--- src/rtl/tff_arb_pkg.sv ---
// Shared types and helpers for the toggle arbiter: FSM state enum,
// index-to-onehot decode and the round-robin winner pick.
package tff_arb_pkg;

    typedef enum logic [1:0] {
        IDLE,
        TOGGLE,
        HOLD
    } state_t;

    // Widest decode: 64 bank bits or 16 requesters; callers truncate.
    function automatic logic [63:0] onehot(input logic [6:0] idx);
        onehot = 64'd1 << idx;
    endfunction

    // First set bit of req at or after ptr, wrapping modulo n.
    function automatic logic [3:0] rr_pick(
        input logic [15:0] req,
        input logic [3:0]  ptr,
        input int          n
    );
        logic [3:0] k;
        logic       found;
        rr_pick = '0;
        found   = 1'b0;
        for (int i = 0; i < 16; i++) begin
            k = 4'((int'(ptr) + i) % n);
            if (!found && i < n && req[k]) begin
                rr_pick = k;
                found   = 1'b1;
            end
        end
    endfunction

endpackage

--- src/rtl/tff_bank.sv ---
// Bank of NBITS T flip-flops sharing clk/rst; q[i] flips when t_vec[i].
// Ports: clk, rst (async, active-low), t_vec[NBITS] in, q[NBITS] out.
module tff (
    input  logic clk,
    input  logic rst,
    input  logic t,
    output logic q
);
    always_ff @(posedge clk or negedge rst) begin
        if (!rst) begin
            q <= 1'b0;
        end else if (t) begin
            q <= ~q;
        end
    end
endmodule

module tff_bank #(
    parameter int NBITS = 8
) (
    input  logic             clk,
    input  logic             rst,
    input  logic [NBITS-1:0] t_vec,
    output logic [NBITS-1:0] q
);
    for (genvar i = 0; i < NBITS; i++) begin : g_bit
        tff u_tff (
            .clk (clk),
            .rst (rst),
            .t   (t_vec[i]),
            .q   (q[i])
        );
    end
endmodule

--- src/rtl/tff_toggle_arbiter.sv ---
// Round-robin arbiter sharing one T flip-flop bank among NREQ requesters.
// Ports: clk, rst (async, active-low), req[NREQ], sel[NREQ*IDXW], clr,
//        gnt[NREQ], err, busy, q[NBITS], par.
// Option: define TFF_ARB_PARITY_EN to drive par = ^q (else par = 0).
module tff_toggle_arbiter
    import tff_arb_pkg::*;
#(
    parameter int NREQ  = 4,
    parameter int NBITS = 8,
    parameter int IDXW  = (NBITS > 1) ? $clog2(NBITS) : 1
) (
    input  logic                 clk,
    input  logic                 rst,
    input  logic [NREQ-1:0]      req,
    input  logic [NREQ*IDXW-1:0] sel,
    input  logic                 clr,
    output logic [NREQ-1:0]      gnt,
    output logic                 err,
    output logic                 busy,
    output logic [NBITS-1:0]     q,
    output logic                 par
);

    localparam int PTRW = $clog2(NREQ);

    state_t          state;
    logic [PTRW-1:0] ptr_q;
    logic [PTRW-1:0] win_q;
    logic [PTRW-1:0] w;
    logic [IDXW-1:0] idx_q;
    logic [IDXW-1:0] sel_w;
    logic [NBITS-1:0] t_vec;

    assign w = PTRW'(rr_pick(16'(req), 4'(ptr_q), NREQ));

    always_comb begin
        sel_w = '0;
        for (int i = 0; i < NREQ; i++) begin
            if (PTRW'(i) == w) begin
                sel_w = sel[i*IDXW +: IDXW];
            end
        end
    end

    // gnt/err are registered so they are high exactly in TOGGLE.
    always_ff @(posedge clk or negedge rst) begin
        if (!rst) begin
            state <= IDLE;
            ptr_q <= '0;
            win_q <= '0;
            idx_q <= '0;
            gnt   <= '0;
            err   <= 1'b0;
        end else begin
            gnt <= '0;
            err <= 1'b0;
            unique case (state)
                IDLE: begin
                    if (|req) begin
                        win_q <= w;
                        idx_q <= sel_w;
                        gnt   <= NREQ'(onehot(7'(w)));
                        err   <= (32'(sel_w) >= NBITS);
                        state <= TOGGLE;
                    end
                end
                TOGGLE: begin
                    ptr_q <= (int'(win_q) == NREQ - 1) ? '0
                                                       : win_q + PTRW'(1);
                    state <= HOLD;
                end
                HOLD: begin
                    state <= IDLE;
                end
                default: begin
                    state <= IDLE;
                end
            endcase
        end
    end

    // clr flips every set bit, which wins over the granted toggle.
    always_comb begin
        t_vec = '0;
        if (clr) begin
            t_vec = q;
        end else if (state == TOGGLE && !err) begin
            t_vec = NBITS'(onehot(7'(idx_q)));
        end
    end

    tff_bank #(
        .NBITS (NBITS)
    ) u_bank (
        .clk   (clk),
        .rst   (rst),
        .t_vec (t_vec),
        .q     (q)
    );

    assign busy = (state != IDLE);

`ifdef TFF_ARB_PARITY_EN
    assign par = ^q;
`else
    assign par = 1'b0;
`endif

endmodule
--- config.mk ---
export PLATFORM = sky130hd
export DESIGN_NAME = tff_toggle_arbiter
export DESIGN_NICKNAME = d
export VERILOG_FILES = /design/src/rtl/tff_arb_pkg.sv /design/src/rtl/tff_bank.sv /design/src/rtl/tff_toggle_arbiter.sv
export SDC_FILE = /design/constraint.sdc
export NUM_CORES = 1
export LEC_CHECK = 0
export ABC_AREA = 1
export CAP_MARGIN = 20
export CORE_MARGIN = 2
export CORE_UTILIZATION = 49
export DETAILED_ROUTE_END_ITERATION = 12
export PLACE_DENSITY = 0.83
export SETUP_SLACK_MARGIN = 0.1
export SYNTH_ARGS = -nofsm -noshare
export SYNTH_HDL_FRONTEND = slang
export SYNTH_SLANG_ARGS = --single-unit
--- constraint.sdc ---
create_clock -name clk -period 1.9 [get_ports clk]
set_input_delay 0.57 -clock clk [delete_from_list [all_inputs] [get_ports clk]]
set_output_delay 0.57 -clock clk [all_outputs]
set_load 0.02 [all_outputs]
==> summary.txt <==
Clock tree
  – Clock Sinks: 21
  – Worst skew pair latency: 300 ps
  – Clk slew on worst S/H paths: 110 ps
  – H-tree levels: 1
  – CTS max path bufs: 2
  – Total CTS buffers: 3
  – Clock Root Buffer: clkbuf_4
  – TritonCTS clock tree: yes

Cells and area
  – Number of diodes: 0
  – Area Growth Syn to Fin: 49.2%
  – Post-route insts no fill: around 280
  – Area of the multi-input gates: 930 um2
  – Fill cells: 179
  – # nets final: 271
  – Share of layout cells above drive strength 1: 0.344
  – Core Util, Final: 0.765
  – Seq. cell area: ~530 um2

Min path
  – Number of stages on the worst hold path: 1
  – Hold EP: state[1]
  – HP Class: reg2reg
  – Hold Crit Start: state[1]

Setup path
  – CP max stage cell: dfrtp_2
  – CP max stage delay: 470 ps
  – Worst Path Required: 2100 ps
  – Worst setup path class: reg2reg
  – CP cell instances: buf_6, nand2_1, nand3_1, nand2_4, nand2_2, nand2_1, nand3_2, nand2_4, nand3_2, nand2_2, inv_2, nand2_1, nand2_1
  – R2R Path End: idx_q[2]
  – CP top delay family: simple AND/OR/NAND/NOR gates
  – Reg2reg start: ptr_q[0]
  – Critical-path maximum fanout: 8
  – Critical Path Source Type: flop
  – Worst setup EP type: flop
  – Worst Path Buf+Inv: 2
  – FF-to-FF setup slack: about 2.5 ps
  – Worst reg-to-reg path cell count: 13
  – Worst EP arrival: 2090 ps
  – Crit path top cell by count: nand2_1

STA
  – Clock skew: 1.31 ps
  – Final setup TNS: 0 ps
  – Hold WS: 481 ps
  – Final min period: about 1900 ps
  – Final Max Slew Viols: 0
  – # setup viols final: 0
  – Final period util: 0.999
  – Final Hold Fails: 0
  – FMAX: 0.527 GHz
  – RSZ-0062 raised after global routing: true

Global route
  – First-pass GRT wire length: 5.67 mm
  – Largest net degree at the start of global routing: 22
  – Total gr overflow: 0
  – All-Layer GR Usage: 0.219
  – Initial antenna violation count: 0
  – Vias in the first global route: 1,358

Yosys
  – Number of synthesized flops with an enable pin: 0
  – Async set or reset register ratio after synthesis: 1.00
  – Synth area leader: dfrtp_1
  – Yosys reg bits: 21
  – Syn Area/Cell: 6.84 um2
  – Sequential fraction of the synthesis area: 0.375
  – Combined area of all synthesized cells: 1400 um2
  – Total of warnings raised by yosys: 0
  – Primary FF master, synth: dfrtp_1
  – Post-synthesis cell count: around 210
  – Ranking of synthesized cells by area: dfrtp_1 37%, nand2_1 17%, nor2_1 7.0%
  – Yosys cell types: 26
  – Top cells by count, synth: 64 x nand2_1, 26 x nor2_1, 22 x inv_1, 21 x dfrtp_1, 17 x nand3_1
  – Top-area cell type share of the netlist area: 0.375
  – Most numerous cell in the Yosys netlist: nand2_1

Floorplanning
  – Initial core utilization: 0.513
  – Die Area: 3310 um2
  – Core area: 2730 um2
  – Die X-Extent: roughly 58 um
  – Die height: 57.5 um
  – Ports: 34
  – Row cnt: 19

Route
  – WL per Instance: 13.9 um
  – Total wire length: around 4 mm
  – Initial DRC count: 79
  – Post-route DRC: 0
  – Via-to-Cell Ratio: 5.31
  – Final ANT Viol Nets: 0
  – Drt pass-1 iters: 4
  – Vias: 1,491

Power
  – Lkg Pwr: 0.00113 uW
  – Maximum vdd drop: 1620 uV
  – Total design power: 3860 uW
  – Power per cell area: between 1500 and 2000 nW/um2

Placement
  – Post-DP HPWL: approximately 2.1 mm
  – Port-buffer cells: 31
  – Post-placement cell count: roughly 260
  – GPL Wtd Cong: 0.875

Outcome
  – Status: finished clean

Job
  – Max-Cap Viols: 0
worst register-to-register path, delay by kind of cell, from the launching register on:
family | cells | cell delay (ps)
simple gates | 11 | 1130
flops | 1 | 470
buf+inv | 2 | 200
cells by family (layout without fill, tap and decap cells):
group,Yosys count,in the layout,synth area share
simple gates,126,128,0.401
compound gates,14,14,0.0598
other cells,1,2,0.00267
buf+inv,42,84,0.153
flops,21,21,0.375
fa+ha+maj,1,1,0.00892
how the worst max path moves through the flow:
stage / slack [ps] / depth (start not counted) / end / startpoint
6_report: 2 / 13 / idx_q[2] / ptr_q[0]
5_1_grt: -80 / 13 / idx_q[1] / ptr_q[0]
4_1_cts: 100 / 1 / gnt[3] / gnt[3]
3_5_place_dp: -420 / 10 / idx_q[1] / req[0]
3_3_place_gp: -410 / 10 / idx_q[1] / req[1]
2_1_floorplan: 260 / 11 / idx_q[0] / req[3]
layer usage:
layer / share of wire / vias up / GRT usage
met4: 0.025 / 0 / 0.123
met2: 0.52 / 54 / 0.369
li1: - / 718 / -
met1: 0.41 / 707 / 0.262
met3: 0.047 / 12 / 0.0385
met5: 0 / - / 0
repair_timing:
item | in CTS | in global routing
hold buffers | 0 | 0
setup endpoints to repair | 21 | 10
cloned | 2 | 0
pin swaps | 7 | 20
resized for setup | 37 | 54
setup buffers | 2 | 9
layout make-up:
cell class	instances	share of cell area
Multi-Input combinational cell	145	0.444
Sequential cell	21	0.252
Timing Repair Buffer	52	0.217
Inverter	28	0.0550
Tap cell	31	0.0185
Clock buffer	4	0.0126
metrics by stage:
step                      setup WS, ps  instance area, um2
after floorplan                    258                1410
after global routing             -82.6                2090
final                             2.49                2090
after global placement            -413                1720
after CTS                          102                1840
after detailed placement          -418                1720
where the power goes:
group | switching, uW | leakage [uW] | internal [uW]
clock | 127 | 0.0000150 | 81.8
sequential | 132 | 0.000274 | 606
combinational | 1760 | 0.000839 | 1150
total | 2020 | 0.00113 | 1840
state kept, by name, summed over array words and instances, names as in the netlist:
register	cells
gnt	4
idx_q	3
ptr_q	2
state	2
u_bank.g_bit.u_tff.q	8
win_q	2
placed cells by master (no fill, tap or decap), types with 3 or more instances in the layout:
cell type and instances:
clkdlybuf4s50_1 14, nor3b_1 5, nand2_4 15, nand3_1 9
nor2_4 3, dlygate4sd2_1 15, o21ai_2 3, a21oi_1 3
inv_2 5, nand2_1 41, o21a_1 3, nand3_4 4
nand3_2 8, nand2_2 16, inv_1 20, buf_4 19
nor2_1 23, dfrtp_1 19, clkbuf_4 3
Power figures use the tool's default switching activity.
